--- src/rtl/mips_write_buffer.sv ---
// Posted-write buffer between a CPU-side Avalon slave and an Avalon master; reads wait for the buffer to drain.
// Optional macro MIPS_WB_COALESCE_EN merges a write into the newest entry when the addresses match.
module mips_write_buffer #(
    parameter int DEPTH  = 4,
    parameter int ADDR_W = 32,
    parameter int DATA_W = 32
) (
    input  logic                    clk,
    input  logic                    reset,
    input  logic [ADDR_W-1:0]       cpu_address,
    input  logic                    cpu_write,
    input  logic                    cpu_read,
    input  logic [DATA_W-1:0]       cpu_writedata,
    input  logic [DATA_W/8-1:0]     cpu_byteenable,
    output logic                    cpu_waitrequest,
    output logic [DATA_W-1:0]       cpu_readdata,
    output logic [ADDR_W-1:0]       mem_address,
    output logic                    mem_write,
    output logic                    mem_read,
    output logic [DATA_W-1:0]       mem_writedata,
    output logic [DATA_W/8-1:0]     mem_byteenable,
    input  logic                    mem_waitrequest,
    input  logic [DATA_W-1:0]       mem_readdata,
    output logic                    wb_empty,
    output logic [$clog2(DEPTH):0]  wb_count
);
    localparam int BE_W = DATA_W / 8;
    localparam int PW   = $clog2(DEPTH);
    localparam int CW   = PW + 1;
    localparam logic [CW-1:0] FULL = CW'(DEPTH);

    typedef enum logic [1:0] {IDLE, WR_ISSUE, RD_ISSUE, RD_DONE} state_t;

    state_t            state_q, state_d;
    logic [PW-1:0]     head_q, head_d, tail_q, tail_d;
    logic [CW-1:0]     count_q, count_d;
    logic [ADDR_W-1:0] addr_q [DEPTH];
    logic [ADDR_W-1:0] addr_d [DEPTH];
    logic [DATA_W-1:0] data_q [DEPTH];
    logic [DATA_W-1:0] data_d [DEPTH];
    logic [BE_W-1:0]   be_q   [DEPTH];
    logic [BE_W-1:0]   be_d   [DEPTH];
    logic [DATA_W-1:0] rdata_q, rdata_d;

    logic [PW-1:0]     newest;
    logic              merge, wr_acc, push, pop;

    always_comb begin
        newest = tail_q - PW'(1);
`ifdef MIPS_WB_COALESCE_EN
        // The head being presented on the bus must stay stable, so it is never a merge target.
        merge = cpu_write && (count_q != '0) && (addr_q[newest] == cpu_address)
                && !((state_q == WR_ISSUE) && (newest == head_q));
`else
        merge = 1'b0;
`endif
        wr_acc = cpu_write && ((count_q != FULL) || merge);
        push   = wr_acc && !merge;
        pop    = (state_q == WR_ISSUE) && !mem_waitrequest;

        head_d  = pop  ? head_q + PW'(1) : head_q;
        tail_d  = push ? tail_q + PW'(1) : tail_q;
        count_d = count_q + CW'(push) - CW'(pop);

        addr_d = addr_q;
        data_d = data_q;
        be_d   = be_q;
        if (push) begin
            addr_d[tail_q] = cpu_address;
            data_d[tail_q] = cpu_writedata;
            be_d[tail_q]   = cpu_byteenable;
        end else if (merge) begin
            for (int unsigned i = 0; i < BE_W; i++) begin
                if (cpu_byteenable[i]) data_d[newest][8*i +: 8] = cpu_writedata[8*i +: 8];
            end
            be_d[newest] = be_q[newest] | cpu_byteenable;
        end
    end

    always_comb begin
        state_d = state_q;
        rdata_d = rdata_q;
        case (state_q)
            IDLE: begin
                if (count_q != '0)                state_d = WR_ISSUE;
                else if (cpu_read && !cpu_write)  state_d = RD_ISSUE;
            end
            WR_ISSUE: begin
                if (pop && (count_d == '0)) state_d = IDLE;
            end
            RD_ISSUE: begin
                if (!mem_waitrequest) begin
                    rdata_d = mem_readdata;
                    state_d = RD_DONE;
                end
            end
            RD_DONE:  state_d = IDLE;
            default:  state_d = IDLE;
        endcase
    end

    always_comb begin
        mem_write      = (state_q == WR_ISSUE);
        mem_read       = (state_q == RD_ISSUE);
        mem_address    = '0;
        mem_writedata  = '0;
        mem_byteenable = '0;
        if (state_q == WR_ISSUE) begin
            mem_address    = addr_q[head_q];
            mem_writedata  = data_q[head_q];
            mem_byteenable = be_q[head_q];
        end else if (state_q == RD_ISSUE) begin
            mem_address    = cpu_address;
            mem_byteenable = cpu_byteenable;
        end
        // A simultaneous read+write is handled purely as a write.
        if (reset)          cpu_waitrequest = 1'b1;
        else if (cpu_write) cpu_waitrequest = !wr_acc;
        else                cpu_waitrequest = (state_q != RD_DONE);
        cpu_readdata = rdata_q;
        wb_count     = count_q;
        wb_empty     = (count_q == '0) && (state_q != WR_ISSUE);
    end

    always_ff @(posedge clk or posedge reset) begin
        if (reset) begin
            state_q <= IDLE;
            head_q  <= '0;
            tail_q  <= '0;
            count_q <= '0;
            addr_q  <= '{default: '0};
            data_q  <= '{default: '0};
            be_q    <= '{default: '0};
            rdata_q <= '0;
        end else begin
            state_q <= state_d;
            head_q  <= head_d;
            tail_q  <= tail_d;
            count_q <= count_d;
            addr_q  <= addr_d;
            data_q  <= data_d;
            be_q    <= be_d;
            rdata_q <= rdata_d;
        end
    end

endmodule

--- config.mk ---
export PLATFORM = sky130hd
export DESIGN_NAME = mips_write_buffer
export DESIGN_NICKNAME = d
export VERILOG_FILES = /design/src/rtl/mips_write_buffer.sv
export SDC_FILE = /design/constraint.sdc
export NUM_CORES = 1
export LEC_CHECK = 0
export ABC_AREA = 1
export BUFFER_PORTS_ARGS = -buffer_cell sky130_fd_sc_hd__buf_2
export CORE_UTILIZATION = 40
export DETAILED_ROUTE_END_ITERATION = 7
export HOLD_SLACK_MARGIN = 0.12
export PLACE_DENSITY_LB_ADDON = 0.12
export SYNTH_ARGS = -nofsm -noshare
export SYNTH_HDL_FRONTEND = slang
export SYNTH_SLANG_ARGS = --single-unit
--- constraint.sdc ---
create_clock -name clk -period 16.81 [get_ports clk]
set_input_delay 0 -clock clk [delete_from_list [all_inputs] [get_ports clk]]
set_output_delay 0 -clock clk [all_outputs]
set_load 0.02 [all_outputs]
Yosys cells after proc, flatten, opt, wreduce, memory -nomap -nowiden
Index checks and enable logic that the tools add are counted.

Add/subtract/negate cells: 4. Magnitude comparators: 3. Equal/unequal tests: 9. Muxes and demuxes: 28. Bitwise gates (word level): 3. Reduce and logical (&&, ||, !) cells: 15.

Operators by type and width (count): 128-bit bitwise mux (2); 32-bit two-way mux (8); 32-bit binary-select mux with 2-bit select (2); 32-bit demux with 2-bit select (1); 4-bit two-way mux (5); 16-bit bitwise mux (1); 4-bit binary-select mux with 2-bit select (1); 4-bit demux with 2-bit select (1); 2-bit two-way mux (4); 2-bit case mux with 4 select lines (1); 3-bit greater-or-equal comparator (second input constant) (2); 1-bit logical AND (6); 3-bit zero test (2); 3-bit != test (second input constant) (2); 2-bit NOT with 3-bit output (2); 2-bit by 1-bit adder with 2-bit output (second input constant) (2); 2-bit == test (second input constant) (2); 2-bit by 1-bit != test with 1-bit output (second input constant) (2); 2-bit != test (second input constant) (2); 3-bit by 1-bit adder with 3-bit output (1); 1-bit zero test (3); 3-bit by 1-bit < comparator with 1-bit output (second input constant) (1); 3-bit AND reduction (1); 3-bit nonzero test (1); other kinds (6) (7).

Register bits after elaboration: 313. Input bits: 105. Output and inout port bits: 107. Word-level logic and storage cells: 79.

Longest topological paths before layout
Gate-level depths: netlist of run 1.

Depth in word-level cells: 8. Gate-level depth with buffers: 16. Mapped depth without buffers: 14.

Least setup slack after synthesis of run 1
Ideal clock, no wire load.

Kind: input -> output. From: in reset. To: out cpu_waitrequest. Arrival time: 8.011 ns. Required time: 16.810 ns. Path slack: 8.799 ns. Stages on the path: 2. Path buffers: 0. Path through: inv_1 > o211ai_1.

Cells in the longest elaborated chain, start to end: 1.

RTL lines: start, declared (RTL line 9) `input logic reset,`; 1-bit two-way mux (RTL line 117) `if (reset) cpu_waitrequest = 1'b1;`; end, declared (RTL line 15) `output logic cpu_waitrequest,`.

Every way passes these cells.

Final worst setup path of run 1
From: reg head_q[0]. To: out mem_writedata[22].

Cells in the longest elaborated chain, start to end: 5.

RTL lines: start, declared (RTL line 35) `logic [PW-1:0] head_q, head_d, tail_q, tail_d;`; start signal, assigned (RTL line 128) `head_q <= '0;`; start signal, assigned (RTL line 137) `head_q <= head_d;`; 2-bit NOT with 3-bit output (implied by the code) (RTL line 110) `mem_writedata = data_q[head_q];`; 32-bit binary-select mux with 2-bit select (RTL line 110); 32-bit two-way mux (implied by the code) (2 in a row) (RTL line 110); 32-bit two-way mux (RTL line 108) `if (state_q == WR_ISSUE) begin`; end, declared (RTL line 20) `output logic [DATA_W-1:0] mem_writedata,`.

Every way passes these cells. The select of a mux whose other input is x is not followed.

==> results of run 1 <==
-- layout by cell type, fill, tap and decap left out, types with 4 or more instances in the layout --
| cell type | n |
|---|---|
| o21ai_1 | 35 |
| dlygate4sd3_1 | 105 |
| buf_2 | 211 |
| clkinv_2 | 9 |
| mux2_2 | 29 |
| nor2_4 | 4 |
| ha_1 | 6 |
| clkbuf_16 | 39 |
| o21ai_0 | 331 |
| nor2_1 | 6 |
| dfrtp_1 | 311 |
| clkbuf_1 | 9 |
| bufinv_16 | 4 |
| clkbuf_8 | 6 |
| inv_2 | 4 |
| a21oi_1 | 125 |
| buf_4 | 20 |
| inv_1 | 108 |
| nand2_1 | 629 |
| nand3_1 | 85 |
-- per-stage QoR --
| step | std cells | setup slack [ns] |
|---|---|---|
| final | 2554 | 13.05 |
| after detailed placement | 2382 | 13.59 |
| after global placement | 2382 | 13.64 |
| after floorplan | 1824 | 8.13 |
| after global routing | 2554 | 12.69 |
| after CTS | 2554 | 13.02 |
-- layer usage --
layer / vias to the layer above / GRT usage, %
met1: 6306 / 32.4
li1: 6383 / -
met3: 74 / 3.69
met5: - / 0
met4: 0 / 7.79
met2: 353 / 38.4
-- sequential cells by signal, summed over array words and instances, names as in the netlist --
name,flops
addr_q,128
data_q,128
cpu_readdata,32
be_q,16
wb_count,3
head_q,2
state_q,2
tail_q,2
-- where the power goes --
group          internal [uW]  switching (uW)  leakage [uW]  total (uW)
clock network            513             316      0.000623         829
registers               1100             183       0.00391        1280
logic                    510            1130       0.00454        1640
-- worst paths after layout --
path                                         from                      endpoint  slack, ns  cells past startpoint
max in group asynchronous                   reset         head_q[1]$_DFFE_PP0P_      15.00                      4
setup / recovery            head_q[0]$_DFFE_PP0P_             mem_writedata[22]      13.05                      6
setup reg to reg            wb_count[1]$_DFF_PP0_       addr_q[126]$_DFFE_PP0P_      13.75                      6
hold / removal                              reset   cpu_readdata[0]$_DFFE_PP0P_       0.16                      3
min in group clk                 mem_readdata[13]  cpu_readdata[13]$_DFFE_PP0P_       0.24                      3
hold reg to reg            addr_q[62]$_DFFE_PP0P_        addr_q[62]$_DFFE_PP0P_       0.48                      2
-- cells in the mapped netlist (2+ instances only) --
| library cell | instances | area, um^2 |
|---|---|---|
| a21oi_1 | 125 | 626 |
| buf_1 | 9 | 33.8 |
| buf_2 | 49 | 245 |
| buf_4 | 15 | 113 |
| buf_6 | 2 | 22.5 |
| clkbuf_1 | 57 | 214 |
| clkbuf_2 | 2 | 10.0 |
| dfrtp_1 | 313 | 7830 |
| ha_1 | 6 | 75.1 |
| inv_1 | 110 | 413 |
| inv_2 | 4 | 15.0 |
| mux2_1 | 3 | 33.8 |
| mux2_2 | 29 | 327 |
| nand2_1 | 629 | 2360 |
| nand3_1 | 85 | 425 |
| nor2_1 | 6 | 22.5 |
| nor2_4 | 4 | 45.0 |
| o21ai_0 | 331 | 1660 |
| o21ai_1 | 35 | 175 |
| xor2_1 | 3 | 26.3 |
-- cell families after synthesis --
group | count (synthesis) | synth area share [%]
AOI/OAI and AO/OA | 493 | 16.8
buffers and inverters | 249 | 7.25
xor gates and xnor gates | 3 | 0.178
muxes | 32 | 2.44
adders and majority gates | 7 | 0.645
and+or+nand+nor | 727 | 19.6
DFF | 313 | 53.1
-- worst reg2reg max path: cells and delay by family (launching register included) --
family	cells	cell delay, ns
buffers and inverters	1	0.70
DFF	1	0.45
and+or+nand+nor	4	1.55
AOI/OAI and AO/OA	1	0.19
-- area by class of cell --
cell class | instances | area share (%)
Inverter | 115 | 2.42
Clock inverter | 13 | 0.941
Timing Repair Buffer | 336 | 12.4
Clock buffer | 54 | 5.99
Tap cell | 461 | 3.16
Sequential cell | 313 | 43.0
Multi-Input combinational cell | 1262 | 32.1
-- timing repair --
action / CTS / global route
endpoints found under the setup margin: 0 / 0
hold endpoints to repair: 415 / 0
buffers inserted: 0 / 0
hold buffers: 105 / 0
==> impl_metrics.tcl, run 1 <==
set metrics [dict create \
    status "finished, final reports clean" \
    vias 13100 \
    die_w_um 194 \
    critPathBufInv 3 \
    ys_seq_area_share_pct 53.1 \
    utilization_pct 50.7 \
    clk_latency_ns 0.52 \
    ys_types 27 \
    gp_congestion 0.790 \
    drive_gt1_share_pct 16.0 \
    cellPowerDensity_mw_per_mm2 206 \
    cp-end-kind "primary output" \
    clock_tree.root_cell "clkbuf_16" \
    routed_via_density 5.14 \
    pin_count 212 \
    cpPeakStageDelay_ns 0.99 \
    wire_per_inst_um 17.1 \
    fin_crit_sh_pct 22.3 \
    critPathLaunchType "register" \
    slew_headroom_pct 22.7 \
    placed_cell_area_mm2 0.0159 \
    synth_cells 1824 \
    core-area_mm2 0.0359 \
    io_buffers 211 \
    route.met2.wl_mm 20.5 \
    cp.required_ns 16.81 \
    async_reset_ff_share_pct 100 \
    netlist_area_mm2 0.0147 \
    cp.arrival_ns 3.76 \
    regArea_mm2 0.00784 \
    initial_core_util_pct 41.1 \
    cts_tree "done" \
    ir_drop_mv 0.125 \
    filler_cell_count 3428 \
    cts.htree.levels 2 \
    finalNetCount 2177 \
    syn_to_final_growth_pct 23.6 \
    path_delay_family "buffers and inverters" \
    path_max_fanout 83 \
    track_usage_pct 23.7 \
    grt_pass1_vias 12900 \
    multiInputGateArea_mm2 0.00585 \
    finalMaxSlewViolations 0 \
    n_antenna_cell 0 \
    fin_total_pwr_uw 3750 \
    antenna_found_initial 0 \
    cts.sinks 313 \
    rows 69 \
    cap_violations 0 \
    fmax_mhz 266 \
    ys_seq_elements 313 \
    synth.net_count 1936 \
    crit_chain "clkinv_2 -> buf_4 -> a21oi_1 -> o21ai_0 -> a21oi_1 -> buf_2" \
    finalSetupViolCount 0 \
    rsz0062_at_grt "no" \
    crit_path_frequent_cell "a21oi_1" \
    finalInstanceArea_mm2 0.0182 \
    cts-resized-gates 0 \
    synth-main-ff-cell "dfrtp_1" \
    grt_max_degree 111 \
    routed_wl_mm 43.8 \
    min_period_ns 3.76 \
    die_h_um 194 \
    cts_buffers 37 \
    cts.path.max_buffers 3 \
    p_leak_uw 0.00907 \
    slowest_stage "dfrtp_4" \
    post-route-drc-count 0 \
    wl_met1_mm 19.7 \
    grt_pass1_wl_mm 71.6 \
    hold_ws_ns 0.159 \
    drtIter0Drc 865 \
    yosysWarnings 0 \
    first_pass_iters 7 \
    fin_skew_ns 0.0102 \
    crit_type "reg2out" \
    route.met3.wl_mm 2.30 \
    post-dp-hpwl_mm 24.3 \
    dieArea_mm2 0.0376 \
    tightest_slew_ns 1.16 \
    gr-total-overflow 0 \
    top_layer_used "met4" \
    detail-route-antenna-nets 0 \
    cts.clk_slew.worst_paths_ns 0.06 \
    fin_tns_setup_ns 0 \
    hold_viol 0 \
    synth_edf_count 0 \
    hold_class "in2async" \
    syn_area_per_cell_um2 8.09 \
]
Power figures use the tool's default switching activity.
==> run 2: changes to the inputs <==
Clock period 16.81 ns to 3.95 ns, I/O delays scaled along.
==> impl_metrics.tcl, run 2 (synthesized netlist as in run 1, its figures left out) <==
set metrics [dict create \
    status "finished, final reports clean" \
    initial_core_util_pct 41.1 \
    wire_per_inst_um 16.7 \
    routed_wl_mm 42.8 \
    rows 69 \
    grt_max_degree 143 \
    hold-path-cell-count 3 \
    fin_skew_ns 0.0142 \
    cts.path.max_buffers 3 \
    finalInstanceArea_mm2 0.0182 \
    hold_class "in2reg" \
    slew_headroom_pct 36.2 \
    clk_latency_ns 0.52 \
    post-place-ws_ns 1.30 \
    vias 13000 \
    core-area_mm2 0.0359 \
    dieArea_mm2 0.0376 \
    syn_to_final_growth_pct 23.5 \
    cap_violations 0 \
    p_sw_share_pct 43.8 \
    io_buffers 211 \
    rsz0062_at_grt "no" \
    cp-end-kind "register" \
    fin_tns_setup_ns 0 \
    critPathLaunchType "register" \
    p_comb_share_pct 45.0 \
    regArea_mm2 0.00784 \
    cts-resized-gates 0 \
    reg2reg_slack_ns 0.80 \
    path_depth 15 \
    gp_congestion 0.757 \
    p_seq_share_pct 34.2 \
    pin_count 212 \
    cellPowerDensity_mw_per_mm2 862 \
    finalNetCount 2183 \
    post-route-drc-count 0 \
    grt_pass1_wl_mm 70.0 \
    ir_drop_mv 0.399 \
    hold_viol 0 \
    slowest_stage "dlygate4sd3_1" \
    filler_cell_count 3479 \
    p_clk_share_pct 20.8 \
    drtIter0Drc 1004 \
    cts.clk_slew.worst_paths_ns 0.06 \
    track_usage_pct 23.1 \
    cp.required_ns 4.41 \
    post-cts-setup-buffers 0 \
    p_leak_uw 0.00905 \
    ctsHoldBuffers 105 \
    crit_chain "nor2_2 -> nand2_4 -> nand2_8 -> ha_1 -> inv_1 -> ha_1 -> inv_1 -> fa_1 -> nand2_1 -> nor2_1 -> nand3_1 -> nand2_1 -> nand3_1 -> nand2_1 -> dlygate4sd3_1" \
    critPathBufInv 3 \
    finalWorstSetupSlack_ns 0.797 \
    placed_cell_area_mm2 0.0160 \
    cpPeakStageDelay_ns 0.54 \
    grt_pass1_vias 12900 \
    internal_power_uw 8820 \
    path_delay_family "simple AND/OR/NAND/NOR gates" \
    n_antenna_cell 0 \
    path_max_fanout 63 \
    first_pass_iters 5 \
    finalSetupViolCount 0 \
    cts.htree.levels 2 \
    final_cell_mix "629 x nand2_1, 331 x o21ai_0, 311 x dfrtp_1, 211 x buf_2, 125 x a21oi_1" \
    antenna_found_initial 0 \
    crit_path_frequent_cell "nand2_1" \
    clock_tree.root_cell "clkbuf_16" \
    crit_type "reg2reg" \
    cts.sinks 313 \
    p_switching_uw 6880 \
    finalMaxSlewViolations 0 \
    die_h_um 194 \
    post-dp-hpwl_mm 23.8 \
    detail-route-antenna-nets 0 \
    multiInputGateArea_mm2 0.00585 \
    fmax_mhz 317 \
    die_w_um 194 \
    fin_crit_sh_pct 79.8 \
    drive_gt1_share_pct 15.8 \
    cp.arrival_ns 3.61 \
    tightest_slew_ns 0.956 \
    min_period_ns 3.15 \
    routed_via_density 5.06 \
    cts_buffers 37 \
    final_common_cell "nand2_1" \
    gr-total-overflow 0 \
    cts_tree "done" \
    reg2reg_depth 15 \
]
run 2: metal layers:
layer  vias up  track usage, %  wire (um)
met1      6174            30.7      19500
li1       6405               -          -
met2       309            39.7      20500
met3        64            2.66       1900
met5         -               0          0
met4         0            6.38        931
run 2: layout make-up:
| cell class | count | share of cell area (%) |
|---|---|---|
| timing repair buffer | 342 | 13.0 |
| tap | 461 | 3.17 |
| clock inverter | 4 | 0.144 |
| sequential | 313 | 43.0 |
| inverter | 115 | 2.40 |
| clock buffer | 62 | 6.16 |
| multi-input combinational | 1262 | 32.1 |
run 2: worst paths after layout:
check,start,to
worst min-delay path,mem_readdata[14],cpu_readdata[14]$_DFFE_PP0P_
min in group asynchronous,reset,addr_q[70]$_DFFE_PP0P_
worst min register to register,addr_q[87]$_DFFE_PP0P_,addr_q[87]$_DFFE_PP0P_
worst max-delay path,wb_count[1]$_DFF_PP0_,state_q[1]$_DFFE_PP0P_
max in group asynchronous,reset,head_q[0]$_DFFE_PP0P_
worst max register to register,wb_count[1]$_DFF_PP0_,state_q[1]$_DFFE_PP0P_
run 2: metrics by stage:
stage	hold WS, ns	power (uW)	utilization [%]	cells
floorplan	0.117	10200	-	1824
global placement	0.215	12300	44.6	2388
detailed placement	0.224	12500	44.6	2388
CTS	0.215	15900	50.7	2559
global route	0.242	16900	50.7	2559
finish	0.232	15700	50.7	2559
run 2: power groups by stage:
stage,logic (uW),registers (uW),clock network [uW]
detailed placement,7030,5420,0
finish,7070,5370,3260
global placement,6940,5380,0
floorplan,4850,5330,0
global route,7910,5550,3460
CTS,7150,5370,3340
run 2: worst reg2reg max path: cells and delay by family, from the launching register on:
| kind | cells | cell delay [ns] |
|---|---|---|
| AND/OR/NAND/NOR | 9 | 1.05 |
| buffers and inverters | 3 | 0.66 |
| adder cells (fa/ha/maj) | 3 | 0.96 |
| flip-flops | 1 | 0.44 |
